File: src/rtl/uart_pkg.sv
// uart_pkg: shared arbiter state type and UART width/timeout defaults
package uart_pkg;

    localparam int UART_DATA_W     = 8;
    localparam int TIMEOUT_CYC_DEF = 64;

    typedef enum logic [1:0] {
        IDLE,
        ISSUE,
        WAIT_BUSY,
        WAIT_DONE
    } arb_state_t;

endpackage

File: src/rtl/uart_tx_arbiter_if.sv
// uart_tx_arbiter_if: requester and UART transmit signals shared by the arbiter
interface uart_tx_arbiter_if #(
    parameter int NUM_REQ = 4,
    parameter int DATA_W  = 8
);
    localparam int IW = $clog2(NUM_REQ);

    logic [NUM_REQ-1:0]        req;
    logic [NUM_REQ*DATA_W-1:0] req_data;
    logic [NUM_REQ-1:0]        ack;
    logic [NUM_REQ-1:0]        done;
    logic                      tx_start;
    logic [DATA_W-1:0]         tx_data;
    logic                      tx_busy;
    logic [IW-1:0]             grant_id;
    logic                      arb_busy;
    logic                      err;

    modport master (
        output req, req_data, tx_busy,
        input  ack, done, tx_start, tx_data, grant_id, arb_busy, err
    );

    modport slave (
        input  req, req_data, tx_busy,
        output ack, done, tx_start, tx_data, grant_id, arb_busy, err
    );

endinterface

File: src/rtl/rr_pick.sv
// rr_pick: combinational round-robin selector, first pending index at or after ptr wins
module rr_pick #(
    parameter int NUM_REQ = 4,
    parameter int IW      = $clog2(NUM_REQ)
) (
    input  logic [NUM_REQ-1:0] req,
    input  logic [IW-1:0]      ptr,
    output logic [NUM_REQ-1:0] gnt,
    output logic [IW-1:0]      idx,
    output logic               any
);
    logic [IW:0] pos;
    logic        hit;

    // Scan upward from ptr with wrap; the first pending requester is granted
    always_comb begin
        gnt = '0;
        idx = '0;
        hit = 1'b0;
        pos = '0;
        for (int i = 0; i < NUM_REQ; i++) begin
            pos = {1'b0, ptr} + (IW + 1)'(i);
            if (pos >= (IW + 1)'(NUM_REQ)) pos = pos - (IW + 1)'(NUM_REQ);
            if (!hit && req[pos[IW-1:0]]) begin
                hit = 1'b1;
                idx = pos[IW-1:0];
                gnt[pos[IW-1:0]] = 1'b1;
            end
        end
    end

    assign any = hit;

endmodule

File: src/rtl/uart_tx_arbiter.sv
// uart_tx_arbiter: round-robin sharing of one UART transmitter among NUM_REQ producers
// Optional feature: define UART_ARB_TIMEOUT_EN to abort frames whose tx_busy never rises.
module uart_tx_arbiter
    import uart_pkg::*;
#(
    parameter int NUM_REQ     = 4,
    parameter int DATA_W      = UART_DATA_W,
    parameter int TIMEOUT_CYC = TIMEOUT_CYC_DEF
) (
    input logic               clk,
    input logic               rst,
    uart_tx_arbiter_if.slave  bus
);
    localparam int IW = $clog2(NUM_REQ);

    arb_state_t         state_q, state_d;
    logic [IW-1:0]      ptr_q, ptr_d;
    logic [IW-1:0]      grant_q, grant_d;
    logic [NUM_REQ-1:0] ack_q, ack_d;
    logic [NUM_REQ-1:0] done_q, done_d;
    logic               tx_start_q, tx_start_d;
    logic [DATA_W-1:0]  tx_data_q, tx_data_d;
    logic               arb_busy_q, arb_busy_d;
    logic               err_d;

    logic [NUM_REQ-1:0] pick_gnt;
    logic [IW-1:0]      pick_idx;
    logic               pick_any;

    rr_pick #(.NUM_REQ(NUM_REQ), .IW(IW)) u_pick (
        .req (bus.req),
        .ptr (ptr_q),
        .gnt (pick_gnt),
        .idx (pick_idx),
        .any (pick_any)
    );

`ifdef UART_ARB_TIMEOUT_EN
    localparam int CW = $clog2(TIMEOUT_CYC + 1);
    logic [CW-1:0] cnt_q, cnt_d;
    logic          err_q;
`else
    logic unused_timeout;
    assign unused_timeout = (TIMEOUT_CYC != 0);
`endif

    // Next-state and next-output computation; every output is taken from a flop
    always_comb begin
        state_d    = state_q;
        ptr_d      = ptr_q;
        grant_d    = grant_q;
        ack_d      = '0;
        done_d     = '0;
        tx_start_d = 1'b0;
        tx_data_d  = tx_data_q;
        err_d      = 1'b0;
        unique case (state_q)
            IDLE: begin
                if (pick_any && !bus.tx_busy) begin
                    state_d    = ISSUE;
                    grant_d    = pick_idx;
                    ack_d      = pick_gnt;
                    tx_start_d = 1'b1;
                    tx_data_d  = bus.req_data[pick_idx*DATA_W +: DATA_W];
                end
            end
            ISSUE: begin
                state_d = WAIT_BUSY;
                ptr_d   = (grant_q == IW'(NUM_REQ - 1)) ? '0 : grant_q + 1'b1;
            end
            WAIT_BUSY: begin
                if (bus.tx_busy) begin
                    state_d = WAIT_DONE;
`ifdef UART_ARB_TIMEOUT_EN
                end else if (cnt_q == CW'(TIMEOUT_CYC - 1)) begin
                    state_d = IDLE;
                    err_d   = 1'b1;
`endif
                end
            end
            WAIT_DONE: begin
                if (!bus.tx_busy) begin
                    state_d = IDLE;
                    done_d  = {{(NUM_REQ-1){1'b0}}, 1'b1} << grant_q;
                end
            end
            default: state_d = IDLE;
        endcase
        arb_busy_d = (state_d != IDLE);
    end

    // State and output registers; reset abandons any frame without a done pulse
    always_ff @(posedge clk or posedge rst) begin
        if (rst) begin
            state_q    <= IDLE;
            ptr_q      <= '0;
            grant_q    <= '0;
            ack_q      <= '0;
            done_q     <= '0;
            tx_start_q <= 1'b0;
            tx_data_q  <= '0;
            arb_busy_q <= 1'b0;
        end else begin
            state_q    <= state_d;
            ptr_q      <= ptr_d;
            grant_q    <= grant_d;
            ack_q      <= ack_d;
            done_q     <= done_d;
            tx_start_q <= tx_start_d;
            tx_data_q  <= tx_data_d;
            arb_busy_q <= arb_busy_d;
        end
    end

`ifdef UART_ARB_TIMEOUT_EN
    // Count cycles spent in WAIT_BUSY; cleared whenever another state is entered
    always_comb begin
        cnt_d = (state_q == WAIT_BUSY && state_d == WAIT_BUSY) ? cnt_q + 1'b1 : '0;
    end

    // Timeout counter and registered error pulse
    always_ff @(posedge clk or posedge rst) begin
        if (rst) begin
            cnt_q <= '0;
            err_q <= 1'b0;
        end else begin
            cnt_q <= cnt_d;
            err_q <= err_d;
        end
    end

    assign bus.err = err_q;
`else
    assign bus.err = err_d;
`endif

    assign bus.ack      = ack_q;
    assign bus.done     = done_q;
    assign bus.tx_start = tx_start_q;
    assign bus.tx_data  = tx_data_q;
    assign bus.grant_id = grant_q;
    assign bus.arb_busy = arb_busy_q;

endmodule
File: src/flat_wrapper.sv
// flat-port wrapper written by rule: the top's interface ports become plain ports
module uart_tx_arbiter_flat import uart_pkg::*;
#(
    parameter int NUM_REQ     = 4,
    parameter int DATA_W      = UART_DATA_W,
    parameter int TIMEOUT_CYC = TIMEOUT_CYC_DEF
)
  (clk, rst, bus_req, bus_req_data, bus_tx_busy, bus_ack, bus_done, bus_tx_start, bus_tx_data, bus_grant_id, bus_arb_busy, bus_err);
  uart_tx_arbiter_if #(.NUM_REQ(NUM_REQ), .DATA_W(DATA_W)) bus_i ();
  input logic clk;
  input logic rst;
  input wire logic [$bits(bus_i.req)-1:0] bus_req;
  input wire logic [$bits(bus_i.req_data)-1:0] bus_req_data;
  input wire logic [$bits(bus_i.tx_busy)-1:0] bus_tx_busy;
  output wire logic [$bits(bus_i.ack)-1:0] bus_ack;
  output wire logic [$bits(bus_i.done)-1:0] bus_done;
  output wire logic [$bits(bus_i.tx_start)-1:0] bus_tx_start;
  output wire logic [$bits(bus_i.tx_data)-1:0] bus_tx_data;
  output wire logic [$bits(bus_i.grant_id)-1:0] bus_grant_id;
  output wire logic [$bits(bus_i.arb_busy)-1:0] bus_arb_busy;
  output wire logic [$bits(bus_i.err)-1:0] bus_err;
  assign bus_i.req = bus_req;
  assign bus_i.req_data = bus_req_data;
  assign bus_i.tx_busy = bus_tx_busy;
  assign bus_ack = bus_i.ack;
  assign bus_done = bus_i.done;
  assign bus_tx_start = bus_i.tx_start;
  assign bus_tx_data = bus_i.tx_data;
  assign bus_grant_id = bus_i.grant_id;
  assign bus_arb_busy = bus_i.arb_busy;
  assign bus_err = bus_i.err;
  uart_tx_arbiter #(.NUM_REQ(NUM_REQ), .DATA_W(DATA_W), .TIMEOUT_CYC(TIMEOUT_CYC)) u_core (.clk(clk), .rst(rst), .bus(bus_i));
endmodule
File: config.mk
export PLATFORM = sky130hd
export DESIGN_NAME = uart_tx_arbiter_flat
export DESIGN_NICKNAME = d
export VERILOG_FILES = /design/src/rtl/uart_pkg.sv /design/src/rtl/uart_tx_arbiter_if.sv /design/src/rtl/rr_pick.sv /design/src/rtl/uart_tx_arbiter.sv /design/src/flat_wrapper.sv
export SDC_FILE = /design/constraint.sdc
export NUM_CORES = 1
export LEC_CHECK = 0
export CAP_MARGIN = 20
export CORE_MARGIN = 2
export CORE_UTILIZATION = 47
export CTS_CLUSTER_DIAMETER = 100
export DETAILED_ROUTE_END_ITERATION = 8
export GPL_TIMING_DRIVEN = 0
export HOLD_SLACK_MARGIN = 0.15
export PLACE_DENSITY = 0.83
export SLEW_MARGIN = 20
export SYNTH_ARGS = -nofsm -noshare
export SYNTH_HDL_FRONTEND = slang
export SYNTH_HIERARCHICAL = 1
export SYNTH_SLANG_ARGS = --single-unit
export TNS_END_PERCENT = 50
File: constraint.sdc
create_clock -name clk -period 6.1 [get_ports clk]
set_input_delay 1.22 -clock clk [delete_from_list [all_inputs] [get_ports clk]]
set_output_delay 1.22 -clock clk [all_outputs]
set_load 0.005 [all_outputs]
==> results of run 1 <==
## worst max path at each step
stage / end / depth (start not counted)
finish: u_core/bus.tx_data[4] / 9
floorplan: u_core/bus.tx_data[2] / 8
detailed placement: u_core/bus.tx_data[3] / 9
CTS: u_core/bus.tx_data[3] / 9
global placement: u_core/bus.tx_data[3] / 8
global route: u_core/bus.tx_data[3] / 7
## power by group through the flow
stage	clock (mW)	sequential (mW)	combinational, mW
after floorplan	0	0.264	0.454
after global placement	0	0.264	0.639
after detailed placement	0	0.269	0.661
after CTS	0.116	0.265	0.663
after global routing	0.124	0.271	0.718
final	0.115	0.263	0.664
## final cells by class
cell class                 instances  area [um^2]  share of cell area
buffer                             7        56.30             0.02494
clock buffer                       3        22.52            0.009978
clock inverter                     1        30.03             0.01330
inverter                           6        22.52            0.009978
multi-input combinational         80        889.6              0.3941
sequential                        24        600.6              0.2661
tap                               44        55.05             0.02439
timing repair buffer              58        580.6              0.2572
## through the flow
stage          area, um^2  cells  power (mW)  setup slack (ps)  hold WS [ps]
2_1_floorplan        1569    117      0.7184              2793         505.5
3_3_place_gp         2205    219      0.9023              2086         490.1
3_5_place_dp         2205    219      0.9299              2037         494.0
4_1_cts              2257    223       1.043              2374         522.4
5_1_grt              2257    223       1.113              2256         536.4
6_report             2257    223       1.042              2347         518.5
## flip-flops by register name, indices dropped and copies added (netlist names)
name,count
u_core/bus.grant_id,2
u_core/bus.tx_data,8
u_core/bus.done,4
u_core/bus.tx_start,1
u_core/state_q,2
u_core/ptr_q,2
u_core/bus.arb_busy,1
u_core/bus.ack,4
## kinds of logic (layout without fill, tap and decap cells)
group,count (synthesis),in the layout,share of synthesized area
other,1,1,0.002390
buffers and inverters,13,75,0.05023
adder cells (fa/ha/maj),9,9,0.07177
flip-flops,24,24,0.3828
AO/OA/AOI/OAI,19,19,0.08613
AND/OR/NAND/NOR,24,24,0.1164
multiplexers,27,27,0.2903
## placed cells by master (no fill, tap or decap)
| master | n |
|---|---|
| o221ai_1 | 1 |
| buf_6 | 3 |
| mux4_2 | 10 |
| conb_1 | 1 |
| inv_1 | 6 |
| nor3_1 | 1 |
| clkdlybuf4s50_1 | 58 |
| a32o_1 | 1 |
| nor4_1 | 1 |
| nor2_1 | 6 |
| dfrtp_1 | 24 |
| a22oi_1 | 8 |
| o211ai_1 | 1 |
| and2b_2 | 2 |
| bufinv_16 | 1 |
| buf_1 | 1 |
| mux2_2 | 10 |
| clkbuf_1 | 1 |
| and3b_2 | 1 |
| nor4b_4 | 2 |
| a21o_2 | 1 |
| ha_1 | 9 |
| o21ai_0 | 5 |
| mux2i_1 | 2 |
| mux2_4 | 3 |
| and2_1 | 4 |
| nand2b_1 | 2 |
| nor2b_1 | 1 |
| mux4_1 | 2 |
| o21bai_1 | 1 |
| clkbuf_4 | 3 |
| o31ai_1 | 1 |
| buf_4 | 2 |
| and2_2 | 4 |
## worst max-delay path, delay by kind of cell
kind,cells,cell delay (ps)
multiplexers,3,1140
buffers and inverters,3,880
AND/OR/NAND/NOR,2,480
AO/OA/AOI/OAI,1,230
## layer usage
layer | vias up | share of wire
li1 | 560 | -
met1 | 582 | 0.38
met2 | 67 | 0.48
met3 | 6 | 0.12
met4 | 0 | 0.014
met5 | - | 0
==> impl_metrics.tcl, run 1 <==
set metrics [dict create \
    power.switching_mw 0.3746 \
    grt_pass1_wl_um 5285 \
    post_cts.repair.setup_buffers 0 \
    wire_per_inst_um 16.09 \
    die_w_um 61.78 \
    busiest_layer "met2" \
    r2r-end "u_core/bus.tx_data[4]" \
    grt_use_met1 0.2038 \
    yosysMostFrequentCell "dfrtp_1" \
    period_share 0.6152 \
    setup_viol 0 \
    p_comb_frac 0.637 \
    critPathMaxFanout 10 \
    startpoint "bus_req[3]" \
    io_buffers 58 \
    drv_cap 0 \
    drcViolationCount 0 \
    numCtsBuffers 3 \
    grt_max_degree 25 \
    hold_start "u_core/bus.tx_data[3]" \
    ys_warn_count 6 \
    drt_pass1_iterations 5 \
    die-area_um2 3817 \
    clk_pin_slew_worst_paths_ps 120 \
    wirelength_um 3587 \
    r2r_start "u_core/ptr_q[0]" \
    critPathMaxStageDelay_ps 500 \
    yosysUniqueCellTypes 31 \
    start_util 0.5056 \
    hpwl_um 2837 \
    synth_area_per_cell_um2 13.41 \
    ant_nets 0 \
    num-nets-final 228 \
    syn_nets 165 \
    path_cells "clkdlybuf4s50_1, mux4_2, buf_6, nor4b_4, nor2_1, a32o_1, buf_1, mux4_2, mux2_2" \
    async_reset_ff_frac 1.000 \
    synth_area_um2 1569 \
    cts_tree "built" \
    drive_above_1_share 0.2346 \
    rr_worst_depth 11 \
    ctsHoldBuffers 0 \
    worst_path_most_repeated_cell "mux4_2" \
    grtUsageTotal 0.1901 \
    ys_top_cells_by_area "dfrtp_1 (38%), mux4_2 (14%), ha_1 (7.2%)" \
    yosys_most_used_dff "dfrtp_1" \
    cp-end-kind "register" \
    antenna_found_initial 0 \
    coreArea_um2 3103 \
    fin_crit_ps 3753 \
    min_path_cells 1 \
    die_h_um 61.78 \
    reg2reg_slack_ps 2780 \
    io_pins 60 \
    area_growth_syn_to_layout_pct 43.86 \
    slew_violations 0 \
    status "completed" \
    hold_end "u_core/bus.tx_data[3]" \
    synth_seq_cells 24 \
    crit_type "in -> reg" \
    synth_top_area_frac 0.3828 \
    place.gp.congestion 0.8443 \
    crit_arrival_ps 3960 \
    p_int_mw 0.6670 \
    final.fill_count 232 \
    cts_resized 0 \
    rsz0062_at_grt "no" \
    core.rowCount 20 \
    synth_edf_count 0 \
    drt_iter0_drc 32 \
    clockBufferDepth 2 \
    syn_inst 117 \
    overflow 0 \
    yosysSeqAreaShare 0.3828 \
    ir_drop_mv 0.2545 \
    vias_per_cell 5.448 \
    required_ps 6310 \
    cts_sinks 24 \
    clkPwrFrac 0.110 \
    routed-via-count 1215 \
    relSlewSlack 0.3979 \
    use_met2 0.3459 \
    first_global_vias 1213 \
    tightest_slew_ps 902.1 \
    clock-skew-final_ps 15.51 \
    p_sw_frac 0.3596 \
    power_density_nw_per_um2 461.4 \
    final_util 0.7274 \
    hold_violations 0 \
    antennaDiodeCount 0 \
    synth_top_area_cell "dfrtp_1" \
    power_leakage_nw 0.9506 \
    grtUsageMet3 0.06832 \
    pwr-share-seq 0.253 \
    slowest_stage "mux4_2" \
    fmax_mhz 266.5 \
    fin_setup_tns_ps 0 \
    cts_root_buffer "clkbuf_4" \
    hold_path.class "reg -> reg" \
    synth_common_cells "dfrtp_1 (24), mux2_2 (10), mux4_2 (10)" \
    clock_latency_ps 320 \
    h-tree-depth 1 \
    cp-start-kind "input port" \
]
No activity file was read; power rests on OpenSTA's default activity.
==> run 2, diff against run 1 <==
--- a/config.mk
+++ b/config.mk
@@ -7,12 +7,12 @@
 export LEC_CHECK = 0
 export CAP_MARGIN = 20
 export CORE_MARGIN = 2
-export CORE_UTILIZATION = 47
+export CORE_UTILIZATION = 40
 export CTS_CLUSTER_DIAMETER = 100
 export DETAILED_ROUTE_END_ITERATION = 8
 export GPL_TIMING_DRIVEN = 0
 export HOLD_SLACK_MARGIN = 0.15
-export PLACE_DENSITY = 0.83
+export PLACE_DENSITY = 0.75
 export SLEW_MARGIN = 20
 export SYNTH_ARGS = -nofsm -noshare
 export SYNTH_HDL_FRONTEND = slang
==> constraint.sdc (replaced) <==
create_clock -name clk -period 3.3 [get_ports clk]
set_input_delay 0.66 -clock clk [delete_from_list [all_inputs] [get_ports clk]]
set_output_delay 0.66 -clock clk [all_outputs]
set_load 0.005 [all_outputs]
==> run 2 against run 1 <==
Net effect:
- critical path depth decreased by 2
- critical path type unchanged
- clock power is 110% higher
- worst setup slack got worse by 2200 ps
- critical endpoint is now u_core/bus.tx_data[1]
- sequential power is 87% higher
==> impl_metrics.tcl, run 2 (synthesis results as in run 1) <==
set metrics [dict create \
    status "completed" \
    post_cts.repair.setup_buffers 0 \
    relSlewSlack 0.4335 \
    grt_use_met1 0.1944 \
    die_h_um 66.63 \
    numCtsBuffers 3 \
    drcViolationCount 0 \
    die_w_um 66.63 \
    clk_pin_slew_worst_paths_ps 70 \
    grt_pass1_wl_um 5547 \
    cp-start-kind "input port" \
    wire_per_inst_um 15.24 \
    setup_viol 0 \
    crit_arrival_ps 3290 \
    rsz0062_at_grt "no" \
    slew_violations 0 \
    cts_root_buffer "clkbuf_8" \
    cts_sinks 24 \
    drt_pass1_iterations 4 \
    critPathMaxFanout 10 \
    use_met2 0.2925 \
    largest_reg_flops 8 \
    power_mw 1.968 \
    post-route-cell-area_um2 2290 \
    vias_per_cell 5.264 \
    rr_worst_depth 10 \
    tightest_slew_ps 848.8 \
    fin_ws_ps 149.7 \
    grt_max_degree 25 \
    clock-skew-final_ps 8.234 \
    place.gp.congestion 0.7126 \
    overflow 0 \
    period_share 0.9546 \
    antennaDiodeCount 0 \
    io_pins 60 \
    cts_tree "built" \
    pre_cts_slack_ps -238.8 \
    wirelength_um 3460 \
    reg2reg_slack_ps 200 \
    first_global_vias 1215 \
    hold_violations 0 \
    clockBufferDepth 2 \
    min_path_cells 1 \
    num-nets-final 228 \
    final_common_cell "clkdlybuf4s50_1" \
    io_buffers 58 \
    fin_setup_tns_ps 0 \
    grtUsageTotal 0.1599 \
    hold_end "u_core/bus.tx_data[1]" \
    r2r_start "u_core/ptr_q[0]" \
    fmax_mhz 317.4 \
    hpwl_um 2844 \
    final_util 0.6162 \
    coreArea_um2 3716 \
    busiest_layer "met2" \
    start_util 0.4222 \
    cts_resized 0 \
    clock_latency_ps 260 \
    power_leakage_nw 0.9605 \
    r2r-end "u_core/bus.tx_data[1]" \
    ir_drop_mv 0.4421 \
    h-tree-depth 1 \
    hold_path.class "reg -> reg" \
    layout_common_cells "clkdlybuf4s50_1 (58), dfrtp_1 (22), mux4_2 (10), mux2_2 (10), ha_1 (9)" \
    drt_iter0_drc 24 \
    crit_type "in -> reg" \
    drive_above_1_share 0.2570 \
    fin_crit_ps 3150 \
    area_growth_syn_to_layout_pct 45.93 \
    drv_cap 0 \
    antenna_found_initial 0 \
    required_ps 3440 \
    grtUsageMet3 0.02196 \
    die-area_um2 4440 \
    cp-end-kind "register" \
    dpl_cell_area_um2 2210 \
    routed-via-count 1195 \
    core.rowCount 22 \
    hold_start "u_core/bus.tx_data[1]" \
    ctsHoldBuffers 0 \
    ant_nets 0 \
    power_density_nw_per_um2 859.6 \
]
[run 2: how the worst max path moves through the flow]
stage                                  to  slack (ps)             from
detailed placement  u_core/bus.tx_data[1]        -240       bus_req[2]
CTS                 u_core/bus.tx_data[1]           9  u_core/ptr_q[0]
global placement    u_core/bus.tx_data[5]        -110       bus_req[2]
finish              u_core/bus.tx_data[1]         150       bus_req[3]
global route        u_core/bus.tx_data[1]          20  u_core/ptr_q[0]
floorplan           u_core/bus.tx_data[2]         430  u_core/ptr_q[0]
[run 2: metrics by stage]
step / cells / hold WS, ps
after floorplan: 117 / 505.5
after global placement: 223 / 490.3
after detailed placement: 223 / 497.3
after CTS: 227 / 519.2
after global routing: 227 / 542.3
final: 227 / 513.0
[run 2: final cells by class]
class / instances / area [um^2]
inverters: 6 / 22.52
fillers: 295 / 1426
clock buffers: 3 / 41.29
clock inverters: 1 / 30.03
multi-input cells: 80 / 894.6
plain buffers: 6 / 52.55
repair buffers: 59 / 585.6
flip-flops and latches: 24 / 603.1
well taps: 48 / 60.06
[run 2: worst max-delay path, cell delays in order]
cell and delay, ps:
clkdlybuf4s50_1 470, mux4_2 570, clkbuf_1 230, o31ai_2 330, buf_4 230, mux4_2 520, mux2_2 280
[run 2: power breakdown]
part	internal, mW	switching [mW]	total [mW]	leakage [nW]
Clock	0.162	0.0856	0.247	0.0357
Sequential	0.401	0.0902	0.492	0.299
Combinational	0.718	0.512	1.23	0.626
Total	1.28	0.687	1.97	0.961
[run 2: per-layer routing]
metal / vias up / share of wire
li1: 561 / -
met1: 574 / 0.41
met2: 58 / 0.46
met3: 2 / 0.12
met4: 0 / 0.0078
met5: - / 0
==> run 3, diff against run 2 <==
--- a/config.mk
+++ b/config.mk
@@ -7,12 +7,12 @@
 export LEC_CHECK = 0
 export CAP_MARGIN = 20
 export CORE_MARGIN = 2
-export CORE_UTILIZATION = 40
+export CORE_UTILIZATION = 44
 export CTS_CLUSTER_DIAMETER = 100
 export DETAILED_ROUTE_END_ITERATION = 8
 export GPL_TIMING_DRIVEN = 0
 export HOLD_SLACK_MARGIN = 0.15
-export PLACE_DENSITY = 0.75
+export PLACE_DENSITY = 0.78
 export SLEW_MARGIN = 20
 export SYNTH_ARGS = -nofsm -noshare
 export SYNTH_HDL_FRONTEND = slang
==> constraint.sdc (replaced) <==
create_clock -name clk -period 3.05 [get_ports clk]
set_input_delay 0.61 -clock clk [delete_from_list [all_inputs] [get_ports clk]]
set_output_delay 0.61 -clock clk [all_outputs]
set_load 0.005 [all_outputs]
==> run 3 against run 2 <==
Net effect:
- register-to-register slack got worse by 90 ps
- combinational power rose by 20%
- sequential power rose by 4.5%
- power rose by 13%
- critical path type unchanged
- critical endpoint is now u_core/bus.tx_data[3]
==> impl_metrics.tcl, run 3 (synthesis results as in run 1) <==
set metrics [dict create \
    status "completed" \
    hpwl_um 2806 \
    clockBufferDepth 2 \
    crit_family "multiplexers" \
    die_w_um 63.72 \
    h-tree-depth 1 \
    critPathMaxStageDelay_ps 570 \
    largest_reg_flops 8 \
    cp-start-kind "input port" \
    io_buffers 58 \
    ir_drop_mv 0.5735 \
    worst_path_most_repeated_cell "mux4_2" \
    core.rowCount 21 \
    slowest_stage "mux4_2" \
    layout_common_cells "clkdlybuf4s50_1 (58), dfrtp_1 (22), mux4_2 (11)" \
    power_density_nw_per_um2 947.4 \
    crit_buf_inv 3 \
    grtUsageTotal 0.1936 \
    vias_per_cell 5.507 \
    cp-end-kind "register" \
    required_ps 3280 \
    fin_crit_ps 2967 \
    slew_violations 0 \
    antennaDiodeCount 0 \
    hold_path.class "in -> async" \
    fin_setup_tns_ps 0 \
    relSlewSlack 0.5906 \
    wirelength_um 3825 \
    r2r-end "u_core/bus.tx_data[3]" \
    num-nets-final 232 \
    routed-via-count 1261 \
    power_leakage_nw 0.9864 \
    fmax_mhz 337.1 \
    rr_worst_depth 11 \
    crit_type "in -> reg" \
    clock-skew-final_ps 7.643 \
    clock_latency_ps 330 \
    start_util 0.4629 \
    hold_violations 0 \
    overflow 0 \
    place.gp.congestion 0.8320 \
    drcViolationCount 0 \
    rsz0062_at_grt "no" \
    cts_tree "built" \
    io_pins 60 \
    setup_viol 0 \
    drt_pass1_iterations 4 \
    critPathMaxFanout 10 \
    path_cells "clkdlybuf4s50_1, mux4_2, clkbuf_2, o21ai_1, o31ai_4, buf_4, mux4_2, mux2_2" \
    final_util 0.6918 \
    coreArea_um2 3390 \
    final_cell_count_no_fill 229 \
    die-area_um2 4060 \
    first_global_vias 1270 \
    antenna_found_initial 0 \
    grt_max_degree 25 \
    final_common_cell "clkdlybuf4s50_1" \
    crit_arrival_ps 3200 \
    drt_iter0_drc 37 \
    wire_per_inst_um 16.70 \
    numCtsBuffers 3 \
    reg2reg_slack_ps 110 \
    drv_cap 0 \
    grt_pass1_wl_um 6078 \
    cts_root_buffer "clkbuf_4" \
    whs_ps 525.4 \
    clk_pin_slew_worst_paths_ps 140 \
    ant_nets 0 \
    die_h_um 63.72 \
    r2r_start "u_core/ptr_q[0]" \
    cts_sinks 24 \
    drive_above_1_share 0.2951 \
    placed_cells 221 \
    period_share 0.9727 \
    tightest_slew_ps 611.6 \
    area_growth_syn_to_layout_pct 49.44 \
]
[run 3: worst max-delay path by stage]
stage	startpoint	to	slack (ps)	depth (start not counted)
after floorplan	u_core/ptr_q[0]	u_core/bus.tx_data[2]	180	11
after global placement	bus_req[2]	u_core/bus.tx_data[7]	-340	9
after detailed placement	bus_req[2]	u_core/bus.tx_data[3]	-390	9
after CTS	bus_req[3]	u_core/bus.tx_data[7]	10	8
after global routing	bus_req[2]	u_core/bus.tx_data[3]	10	8
final	bus_req[2]	u_core/bus.tx_data[3]	80	8
[run 3: routing by layer]
layer / wire length, um / vias up / GRT usage
li1: - / 568 / -
met2: 1981 / 53 / 0.3632
met5: 0 / - / 0
met3: 224 / 3 / 0.03929
met1: 1584 / 637 / 0.2224
met4: 34 / 0 / 0.04891
[run 3: stage by stage]
| step | power, mW | setup WS, ps | instance area, um^2 |
|---|---|---|---|
| after CTS | 2.174 | 10.99 | 2298 |
| after detailed placement | 1.857 | -394.1 | 2207 |
| after global placement | 1.799 | -337.1 | 2207 |
| final | 2.221 | 83.41 | 2345 |
| after global routing | 2.373 | 12.10 | 2345 |
| after floorplan | 1.437 | 177.7 | 1569 |
[run 3: what timing repair did]
| item | CTS | global route |
|---|---|---|
| gates cloned | 1 | 0 |
| gates resized for setup | 7 | 7 |
| endpoints found under the setup margin | 8 | 8 |
| hold buffers | 0 | 0 |
| pin swaps | 0 | 1 |
| buffers inserted | 2 | 1 |
[run 3: area by class of cell]
class | instances | area, um^2
Buffer | 6 | 57.56
Inverter | 6 | 22.52
Sequential cell | 24 | 603.1
Clock buffer | 3 | 22.52
Multi-Input combinational cell | 80 | 913.4
Clock inverter | 1 | 30.03
Fill cell | 229 | 1045
Tap cell | 46 | 57.56
Timing Repair Buffer | 63 | 638.1
[run 3: report_power, final]
part	switching, mW	leakage [nW]	total [mW]	internal [mW]
registers	0.0811	0.299	0.514	0.433
clock network	0.105	0.0279	0.238	0.133
logic	0.616	0.660	1.47	0.853
total	0.802	0.986	2.22	1.42
